### src/rtl/pc_ctrl_pkg.sv
// pc_ctrl_pkg
// Shared types for the IF-stage PC redirect controller:
//   pc_state_t     - controller state encoding (BOOT/RUN/HOLD)
//   redirect_src_t - redirect source; numeric order equals priority
//   DEF_*_VECTOR   - default reset and trap vectors
//   sat_inc32      - saturating increment used by the optional counters
package pc_ctrl_pkg;

    typedef enum logic [1:0] {
        BOOT = 2'd0,
        RUN  = 2'd1,
        HOLD = 2'd2
    } pc_state_t;

    // Higher value wins, so "new >= pending" is a plain numeric compare.
    typedef enum logic [1:0] {
        SRC_NONE = 2'd0,
        SRC_ID   = 2'd1,
        SRC_EX   = 2'd2,
        SRC_TRAP = 2'd3
    } redirect_src_t;

    localparam logic [31:0] DEF_RESET_VECTOR = 32'h0000_0000;
    localparam logic [31:0] DEF_TRAP_VECTOR  = 32'h0000_0100;

    function automatic logic [31:0] sat_inc32(input logic [31:0] val);
        return (val == 32'hFFFF_FFFF) ? val : val + 32'd1;
    endfunction

endpackage

### src/rtl/redirect_prio_sel.sv
// redirect_prio_sel
// Combinational priority pick among redirect requests (trap > EX > ID) and
// word-alignment of the chosen target.
// Ports:
//   trap_valid, ex_valid, id_valid - qualified requests
//   ex_target, id_target           - raw targets
//   sel_valid, sel_src             - winning request and its source
//   sel_target                     - winning target with bits [1:0] cleared
//   sel_misalign                   - raw winning target had nonzero low bits
module redirect_prio_sel
    import pc_ctrl_pkg::*;
#(
    parameter int          XLEN        = 32,
    parameter logic [XLEN-1:0] TRAP_VECTOR = XLEN'(DEF_TRAP_VECTOR)
) (
    input  logic            trap_valid,
    input  logic            ex_valid,
    input  logic [XLEN-1:0] ex_target,
    input  logic            id_valid,
    input  logic [XLEN-1:0] id_target,
    output logic            sel_valid,
    output redirect_src_t   sel_src,
    output logic [XLEN-1:0] sel_target,
    output logic            sel_misalign
);

    logic [XLEN-1:0] raw_target;

    always_comb begin
        sel_valid  = 1'b0;
        sel_src    = SRC_NONE;
        raw_target = '0;
        if (trap_valid) begin
            sel_valid  = 1'b1;
            sel_src    = SRC_TRAP;
            raw_target = TRAP_VECTOR;
        end else if (ex_valid) begin
            sel_valid  = 1'b1;
            sel_src    = SRC_EX;
            raw_target = ex_target;
        end else if (id_valid) begin
            sel_valid  = 1'b1;
            sel_src    = SRC_ID;
            raw_target = id_target;
        end
    end

    assign sel_target   = {raw_target[XLEN-1:2], 2'b00};
    assign sel_misalign = sel_valid && (raw_target[1:0] != 2'b00);

endmodule

### src/rtl/pc_redirect_ctrl.sv
// pc_redirect_ctrl
// Decides each cycle whether the IF-stage PC advances, holds or loads a
// redirect target, and emits the IF/ID and ID/EX flush strobes.
// Optional build macro: PC_REDIRECT_PERF_EN adds saturating performance
// counters (redirect_cnt, stall_cnt, hold_cnt).
// Ports:
//   clk, rst (async, active-low)
//   imem_ready, stall_req                  - fetch handshake / hazard stall
//   trap_valid, ex_redirect_valid/ex_target, id_jump_valid/id_target
//   pc_write, pc_load, next_pc             - PC register control
//   flush_if_id, flush_id_ex, misalign_err - strobes
//
// state | meaning
// BOOT  | load RESET_VECTOR once imem accepts the fetch
// RUN   | normal fetch; redirects taken immediately when imem is ready
// HOLD  | redirect pending, waiting for imem_ready to load it
module pc_redirect_ctrl
    import pc_ctrl_pkg::*;
#(
    parameter int              XLEN         = 32,
    parameter logic [XLEN-1:0] RESET_VECTOR = XLEN'(DEF_RESET_VECTOR),
    parameter logic [XLEN-1:0] TRAP_VECTOR  = XLEN'(DEF_TRAP_VECTOR)
) (
    input  logic            clk,
    input  logic            rst,
    input  logic            imem_ready,
    input  logic            stall_req,
    input  logic            trap_valid,
    input  logic            ex_redirect_valid,
    input  logic [XLEN-1:0] ex_target,
    input  logic            id_jump_valid,
    input  logic [XLEN-1:0] id_target,
    output logic            pc_write,
    output logic            pc_load,
    output logic [XLEN-1:0] next_pc,
    output logic            flush_if_id,
    output logic            flush_id_ex,
    output logic            misalign_err
`ifdef PC_REDIRECT_PERF_EN
    ,
    output logic [31:0]     redirect_cnt,
    output logic [31:0]     stall_cnt,
    output logic [31:0]     hold_cnt
`endif
);

    pc_state_t       state, state_nx;
    logic [XLEN-1:0] pend_target, pend_target_nx;
    redirect_src_t   pend_src, pend_src_nx;

    logic            sel_valid;
    redirect_src_t   sel_src;
    logic [XLEN-1:0] sel_target;
    logic            sel_misalign;
    logic            accept;

    // The jump sits in a stalled ID slot, and in HOLD anything in ID is
    // wrong-path, so ID only competes in RUN without a stall.
    redirect_prio_sel #(
        .XLEN        (XLEN),
        .TRAP_VECTOR (TRAP_VECTOR)
    ) u_sel (
        .trap_valid   (trap_valid && state != BOOT),
        .ex_valid     (ex_redirect_valid && state != BOOT),
        .ex_target    (ex_target),
        .id_valid     (id_jump_valid && !stall_req && state == RUN),
        .id_target    (id_target),
        .sel_valid    (sel_valid),
        .sel_src      (sel_src),
        .sel_target   (sel_target),
        .sel_misalign (sel_misalign)
    );

    always_ff @(posedge clk or negedge rst) begin
        if (!rst) begin
            state       <= BOOT;
            pend_target <= '0;
            pend_src    <= SRC_NONE;
        end else begin
            state       <= state_nx;
            pend_target <= pend_target_nx;
            pend_src    <= pend_src_nx;
        end
    end

    always_comb begin
        state_nx       = state;
        pend_target_nx = pend_target;
        pend_src_nx    = pend_src;
        pc_write       = 1'b0;
        pc_load        = 1'b0;
        next_pc        = pend_target;
        flush_if_id    = 1'b0;
        flush_id_ex    = 1'b0;
        misalign_err   = 1'b0;
        accept         = 1'b0;

        case (state)
            BOOT: begin
                pc_load     = 1'b1;
                next_pc     = RESET_VECTOR;
                flush_if_id = 1'b1;
                if (imem_ready) begin
                    pc_write = 1'b1;
                    state_nx = RUN;
                end
            end
            RUN: begin
                if (sel_valid) begin
                    accept       = 1'b1;
                    next_pc      = sel_target;
                    flush_if_id  = 1'b1;
                    flush_id_ex  = (sel_src != SRC_ID);
                    misalign_err = sel_misalign;
                    if (imem_ready) begin
                        pc_write = 1'b1;
                        pc_load  = 1'b1;
                    end else begin
                        pend_target_nx = sel_target;
                        pend_src_nx    = sel_src;
                        state_nx       = HOLD;
                    end
                end else begin
                    pc_write = imem_ready && !stall_req;
                end
            end
            HOLD: begin
                flush_if_id = 1'b1;
                // Equal priority also overwrites: the newest trap/EX wins.
                if (sel_valid && sel_src >= pend_src) begin
                    accept         = 1'b1;
                    pend_target_nx = sel_target;
                    pend_src_nx    = sel_src;
                    flush_id_ex    = 1'b1;
                    misalign_err   = sel_misalign;
                    next_pc        = sel_target;
                end
                if (imem_ready) begin
                    pc_write    = 1'b1;
                    pc_load     = 1'b1;
                    pend_src_nx = SRC_NONE;
                    state_nx    = RUN;
                end
            end
            default: state_nx = BOOT;
        endcase

        // Outputs read as reset values for as long as rst is held low.
        if (!rst) begin
            pc_write     = 1'b0;
            pc_load      = 1'b0;
            next_pc      = RESET_VECTOR;
            flush_if_id  = 1'b0;
            flush_id_ex  = 1'b0;
            misalign_err = 1'b0;
            accept       = 1'b0;
        end
    end

`ifdef PC_REDIRECT_PERF_EN
    always_ff @(posedge clk or negedge rst) begin
        if (!rst) begin
            redirect_cnt <= '0;
            stall_cnt    <= '0;
            hold_cnt     <= '0;
        end else begin
            if (accept)
                redirect_cnt <= sat_inc32(redirect_cnt);
            if (state == RUN && !pc_write)
                stall_cnt <= sat_inc32(stall_cnt);
            if (state == HOLD)
                hold_cnt <= sat_inc32(hold_cnt);
        end
    end
`endif

endmodule
### config.mk
export PLATFORM = sky130hd
export DESIGN_NAME = pc_redirect_ctrl
export DESIGN_NICKNAME = d
export VERILOG_FILES = /design/src/rtl/pc_ctrl_pkg.sv /design/src/rtl/redirect_prio_sel.sv /design/src/rtl/pc_redirect_ctrl.sv
export SDC_FILE = /design/constraint.sdc
export NUM_CORES = 1
export LEC_CHECK = 0
export ABC_AREA = 1
export ABC_CLOCK_PERIOD_IN_PS = 2500
export BUFFER_PORTS_ARGS = -buffer_cell sky130_fd_sc_hd__buf_2
export CORE_ASPECT_RATIO = 1.75
export CORE_MARGIN = 3
export CORE_UTILIZATION = 50
export DETAILED_ROUTE_END_ITERATION = 12
export PLACE_DENSITY = 0.73
export SLEW_MARGIN = 20
export SYNTH_ARGS = -nofsm -noshare
export SYNTH_HDL_FRONTEND = slang
export SYNTH_SLANG_ARGS = --single-unit
### constraint.sdc
create_clock -name clk -period 2.5 [get_ports clk]
set_input_delay 0.25 -clock clk [delete_from_list [all_inputs] [get_ports clk]]
set_output_delay 0.25 -clock clk [all_outputs]
set_load 0.02 [all_outputs]
==> impl_metrics.toml, run 1 <==
[setup_path]
cp.arrival_ns = 2.42
start_kind = "flop"
crit_chain = "inv_2 > ha_4 > inv_4 > nand2_4 > nand2_4 > ha_4 > nand2_4 > nand2_8 > buf_8 > buf_12 > nand4_1 > nand3_1 > nand2_1 > inv_1 > buf_6"
path_max_fanout = 5
critPathKind = "flop to output pin"
ff2ff_setup_slack_ns = 0.08
crit_family = "simple AND/OR/NAND/NOR gates"
critPathSlowestCell = "dfrtp_2"
worst_ep_required_time_ns = 2.25
max_stage_delay_ns = 0.44
worst_path_most_repeated_cell = "nand2_4"
cp_num_buf_inv = 6
endpoint_kind = "output pin"

[synth]
syn-cell-area_sq_mm = 0.004483
synth_seq_cells = 36
seq_area_frac_synth_pct = 20.09
synth_warnings = 0
yosys.cell_types.count = 24
synth_edf_count = 0
ys_async_sr_fraction_pct = 100.0
synth_cells = 837
synthFlopType = "dfrtp_1"
syn_nets = 913
avgSynthCellArea_sq_um = 5.356

[detailed_routing]
wl_met1_um = 6167
drc_errors = 0
viasPerCell = 5.900
drtIter0Drc = 605
wirelength_um = 18160
first_pass_iters = 8
met2_length_um = 9370
ant_nets = 0
num_vias = 6236
route.met3.wl_um = 1582
drt-wirelength-per-cell_um = 17.18
top_layer_used = "met4"

[sta]
setup_viol = 34
worstMarginPinSlew_ns = 1.099
fmax_mhz = 375.0
setup-tns-final_ns = -2.333
max-slew-margin-rel_pct = 26.29
slew_viol_final = 0
fin_crit_sh_pct = 106.7
finalClockSkew_ns = 0.003635
fin_ws_ns = -0.1669
fin_crit_ns = 2.667
rsz0062_at_grt = "yes"
hold_viol_final = 0

[floorplanning]
initial_core_util_pct = 51.37
fp.dieH_um = 131.3
chipWidth_um = 77.58
dieArea_sq_mm = 0.01018
rows = 45
core_sq_mm = 0.008727
io_pins = 108

[place]
dp.cells = 1028
gp_congestion = 1.014
io_buffers = 107
dp_hpwl_um = 11470

[finish]
fin_util_pct = 68.63
area_growth_pct = 33.60
insertedDiodeCount = 0
fin_nets = 1015
finalNonFillerCells = 1057
n_fill_cell = 776
final_layout_size_suffix_gt1_share_pct = 25.74

[global_routing]
grt_pass1_wl_um = 28440
grt_pass1_vias = 6070
grt_util_all_layers_pct = 34.21
grt_max_degree = 41
overflow = 0
grt_antenna_before_repair = 0

[pwr]
p_leak_nw = 3.446
powerDensity_mw_per_mm2 = 1207
irDropWorstVdd_mv = 0.6529
power.total_mw = 7.231

[outcome]
violations = "setup timing"
status = "complete, but fails checks"

[cts]
ctsLongestPathBuffers = 2
clk_pin_slew_ns = 0.06
cts_tree = "yes"
cts_root_buffer = "clkbuf_16"
ctsHtreeMaxLevel = 2
numClockSinks = 36
clk-insertion-delay-late_ns = 0.29
cts_buffers = 5

[worst_hold_path]
hold_path.class = "primary input to asynchronous set/reset pin"

[run]
maxCapViolCount = 0
-- cell type report --
cell class | instances | area, sq um | area share, %
well taps | 117 | 146.4 | 2.444
flip-flops and latches | 36 | 902.1 | 15.06
multi-input cells | 684 | 3234 | 54.00
clock buffers | 7 | 142.6 | 2.381
clock inverters | 1 | 7.507 | 0.1253
inverters | 49 | 196.4 | 3.280
repair buffers | 163 | 1360 | 22.71
-- cells in the mapped netlist (2+ instances only) --
| library cell | number | area (sq um) |
|---|---|---|
| ha_1 | 5 | 62.56 |
| nand4_1 | 61 | 381.6 |
| o21ai_0 | 6 | 30.03 |
| a21oi_1 | 2 | 10.01 |
| nor2_4 | 3 | 33.78 |
| dfrtp_1 | 36 | 900.9 |
| buf_2 | 20 | 100.1 |
| nand2_1 | 309 | 1160 |
| buf_6 | 3 | 33.78 |
| or2_2 | 29 | 181.4 |
| buf_1 | 12 | 45.04 |
| nand3_1 | 131 | 655.6 |
| nand2_2 | 7 | 43.79 |
| inv_1 | 46 | 172.7 |
| nor2_1 | 125 | 469.2 |
| nand2_4 | 2 | 22.52 |
| clkbuf_1 | 28 | 105.1 |
| inv_2 | 2 | 7.510 |
| buf_4 | 5 | 37.54 |
-- metrics by stage --
| step | hold WS [ns] | instance area [sq um] | setup slack (ns) |
|---|---|---|---|
| final | 0.008528 | 5989 | -0.1669 |
| after global routing | 0.04459 | 5989 | -0.2169 |
| after CTS | 0.02055 | 5828 | -0.05890 |
| after detailed placement | 0.2033 | 5209 | 0.03097 |
| after global placement | 0.2158 | 5209 | 0.09983 |
| after floorplan | -0.04559 | 4483 | 0.2707 |
-- sequential cells by signal, summed over array words and instances, names as in the netlist --
register and count:
pend_target 32, state 2, pend_src 2
-- where the power goes --
part | internal (mW) | leakage (nW) | switching (mW)
logic | 2.14 | 2.90 | 3.46
registers | 0.769 | 0.475 | 0.190
clock network | 0.398 | 0.0701 | 0.271
total | 3.31 | 3.45 | 3.92
-- cells by family after synthesis --
| logic type | Yosys count | synth area share (%) |
|---|---|---|
| simple gates | 669 | 66.01 |
| compound gates | 10 | 1.172 |
| fa+ha+maj | 5 | 1.395 |
| flops | 36 | 20.09 |
| buf+inv | 117 | 11.33 |
-- cells in the final DEF (no fill, tap or decap), types with 2 or more instances in the layout --
| cell type | count |
|---|---|
| buf_12 | 8 |
| ha_4 | 3 |
| buf_8 | 2 |
| o21ai_0 | 6 |
| nor2_1 | 123 |
| inv_2 | 11 |
| nand3_2 | 5 |
| inv_6 | 2 |
| buf_2 | 74 |
| nand2_8 | 3 |
| dfrtp_1 | 35 |
| nand4_1 | 61 |
| or2_2 | 29 |
| nand2_1 | 306 |
| inv_1 | 34 |
| nor2_2 | 2 |
| buf_6 | 27 |
| buf_16 | 3 |
| clkbuf_16 | 6 |
| nand3_1 | 125 |
| nor2_4 | 3 |
| nand2_4 | 6 |
| buf_4 | 46 |
| nand2_2 | 3 |
-- per-layer routing --
metal | track usage [%] | up-vias
met5 | 0 | -
met2 | 59.92 | 450
li1 | - | 2875
met3 | 5.281 | 103
met1 | 37.08 | 2808
met4 | 22.48 | 0
-- final timing paths --
check                             endpoint  cells past startpoint           start
setup reg to reg            pend_target[8]                     16        state[0]
setup / recovery               next_pc[28]                     15        state[0]
max in group asynchronous  pend_target[24]                      3             rst
hold / removal              pend_target[8]                      2             rst
min in group clk            pend_target[8]                      5    ex_target[8]
hold reg to reg             pend_target[1]                      2  pend_target[1]
-- timing repair --
item,4_1_cts,5_1_grt
gates resized for setup,75,37
hold buffers,1,0
gates cloned,4,1
setup endpoints to repair,34,34
setup buffers,12,3
pin swaps,21,10
hold endpoints to repair,8,0
Power figures use the tool's default switching activity.
==> inputs of run 2 (changes only) <==
--- a/config.mk
+++ b/config.mk
@@ -13,6 +13,8 @@
 export CORE_UTILIZATION = 50
 export DETAILED_ROUTE_END_ITERATION = 12
 export PLACE_DENSITY = 0.73
+export RECOVER_POWER = 50
+export SETUP_SLACK_MARGIN = 0.3
 export SLEW_MARGIN = 20
 export SYNTH_ARGS = -nofsm -noshare
 export SYNTH_HDL_FRONTEND = slang
==> run 2 against run 1 <==
  * Clock skew rose by 0.0013 ns
  * The flow still finishes with violations (setup timing)
  * Combinational power up 28%
  * Global-route usage rose by 1.0 points
  * Worst setup slack got worse by 0.030 ns
  * Via count rose by 8.3%
  * Flip-flop and latch count unchanged
  * Count of clock-buffer cells in the layout increased by 1
  * Highest routed layer unchanged
  * Register-to-register slack worse by 0.05 ns
  * Wire length is 18% higher
==> impl_metrics.toml, run 2 (same netlist as run 1, synthesis figures left out) <==
[outcome]
status = "complete, but fails checks"
violations = "setup timing"

[setup_path]
crit_chain = "inv_2 > ha_4 > inv_4 > nand2_4 > nand2_4 > buf_6 > nor2_4 > inv_4 > nor2_4 > buf_6 > buf_12 > buf_16 > nand2_4 > nand2_2 > nor2_1 > nand3_1 > nand2_1 > inv_2 > buf_6"
max_stage_delay_ns = 0.39
cp.arrival_ns = 2.45
worst_ep_required_time_ns = 2.25
path_max_fanout = 6
ff2ff_setup_slack_ns = 0.03
critPathKind = "flop to output pin"
crit_family = "buffers and inverters"
cp_num_buf_inv = 9
critPathSlowestCell = "dfrtp_1"
r2r_start = "state[1]"
regToRegEndpoint = "pend_target[11]"
start_kind = "flop"
rr_worst_depth = 18
endpoint_kind = "output pin"

[global_routing]
grt_max_degree = 49
overflow = 0
grt_util_all_layers_pct = 35.26
grt_pass1_wl_um = 29470
grt_pass1_vias = 6430
grt_antenna_before_repair = 0

[pwr]
p_comb_share_pct = 81.2
clkPwrFrac_pct = 7.4
power.internal_mw = 3.999
seq_power_share_pct = 11.4
switching_share_pct = 54.83
p_leak_nw = 3.766
powerDensity_mw_per_mm2 = 1314
irDropWorstVdd_mv = 0.6940
switchingPower_mw = 4.855

[worst_hold_path]
worstHoldPathCells = 4
hold_end = "pend_src[1]"
hold_path.class = "primary input to flop"
hold_path.startpoint = "imem_ready"

[finish]
area_growth_pct = 50.32
final_layout_size_suffix_gt1_share_pct = 37.34
insertedDiodeCount = 0
final_cell_mix = "242 x nand2_1, 123 x nand3_1, 120 x nor2_1"
fin_nets = 1039
top_regs = "pend_target x32, pend_src x2, state x2"
fin_util_pct = 77.22
mostFrequentLayoutCell = "nand2_1"
largest_register_ff_count = 32
finalNonFillerCells = 1081
top_register = "pend_target"
design_area_sq_mm = 0.006739

[floorplanning]
core_sq_mm = 0.008727
io_pins = 108
dieArea_sq_mm = 0.01018
rows = 45
initial_core_util_pct = 51.37
fp.dieH_um = 131.3
chipWidth_um = 77.58

[cts]
ctsLongestPathBuffers = 2
clk_pin_slew_ns = 0.06
cts_root_buffer = "clkbuf_16"
cts_buffers = 5
numClockSinks = 36
ctsHtreeMaxLevel = 2
cts_tree = "yes"
clk-insertion-delay-late_ns = 0.29

[sta]
fmax_mhz = 370.8
worstMarginPinSlew_ns = 0.8525
max-slew-margin-rel_pct = 43.16
slew_viol_final = 0
fin_crit_ns = 2.697
rsz0062_at_grt = "yes"
hold_viol_final = 0
setup-tns-final_ns = -4.849
setup_viol = 34
fin_crit_sh_pct = 107.9
finalClockSkew_ns = 0.004947
fin_ws_ns = -0.1969
hold_slack_ns = 0.3717

[detailed_routing]
first_pass_iters = 7
drc_errors = 0
drtIter0Drc = 782
num_vias = 6756
viasPerCell = 6.250
ant_nets = 0
drt-wirelength-per-cell_um = 19.84
wirelength_um = 21440

[place]
io_buffers = 107
dp_hpwl_um = 11530
gp_congestion = 0.9607
placed_cell_area_sq_mm = 0.005240
dp.cells = 1035

[run]
maxCapViolCount = 0
## run 2: cell count changes in the layout (fill, tap and decap cells not counted), sizes merged
cell / delta
bufbuf: -1
clkinv: +3
buf: +15
nand2: +1
clkbuf: +7
clkinvlp: -1
## run 2: cell type report
class	instances	area (sq um)
fillers	634	1988
repair buffers	183	1707
repair inverters	3	48.80
well taps	117	146.4
clock buffers	8	146.4
flip-flops and latches	36	900.9
multi-input cells	685	3581
inverters	49	209.0
## run 2: metrics by stage
stage | setup WS [ns] | power [mW]
after detailed placement | 0.07810 | 5.363
after global placement | 0.1447 | 5.269
after global routing | -0.2858 | 9.212
final | -0.1969 | 8.854
after floorplan | 0.3202 | 3.982
after CTS | -0.1257 | 6.912
## run 2: repair_timing
| action | CTS | global route |
|---|---|---|
| gates cloned | 4 | 11 |
| endpoints found under the setup margin | 67 | 71 |
| pin swaps | 51 | 46 |
| setup buffers | 11 | 11 |
| hold buffers | 1 | 0 |
| endpoints found under the hold margin | 11 | 0 |
| resized for setup | 121 | 122 |
## run 2: power groups by stage
stage	clock network [mW]	registers (mW)	logic [mW]
after detailed placement	0	0.933	4.43
after floorplan	0	0.903	3.08
after global placement	0	0.924	4.34
after global routing	0.692	1.02	7.50
after CTS	0.656	0.946	5.31
final	0.658	1.01	7.19
## run 2: worst min-delay path, cell delays in order
cell and delay, ns:
buf_2 0.14, nand2_1 0.11, nand3_2 0.08, nand2_1 0.04
## run 2: worst max path at each step
| stage | start | depth (start not counted) | end |
|---|---|---|---|
| CTS | state[1] | 19 | next_pc[28] |
| detailed placement | state[0] | 15 | next_pc[29] |
| global route | state[1] | 19 | next_pc[13] |
| floorplan | state[0] | 14 | next_pc[2] |
| finish | state[1] | 19 | next_pc[3] |
| global placement | state[0] | 16 | next_pc[30] |
## run 2: metal layers
layer,share of wire [%],routed length [um],global-route usage (%)
met1,32,6863,38.02
met2,47,10120,60.78
met3,11,2263,4.458
met4,10,2192,27.03
met5,0,0,0
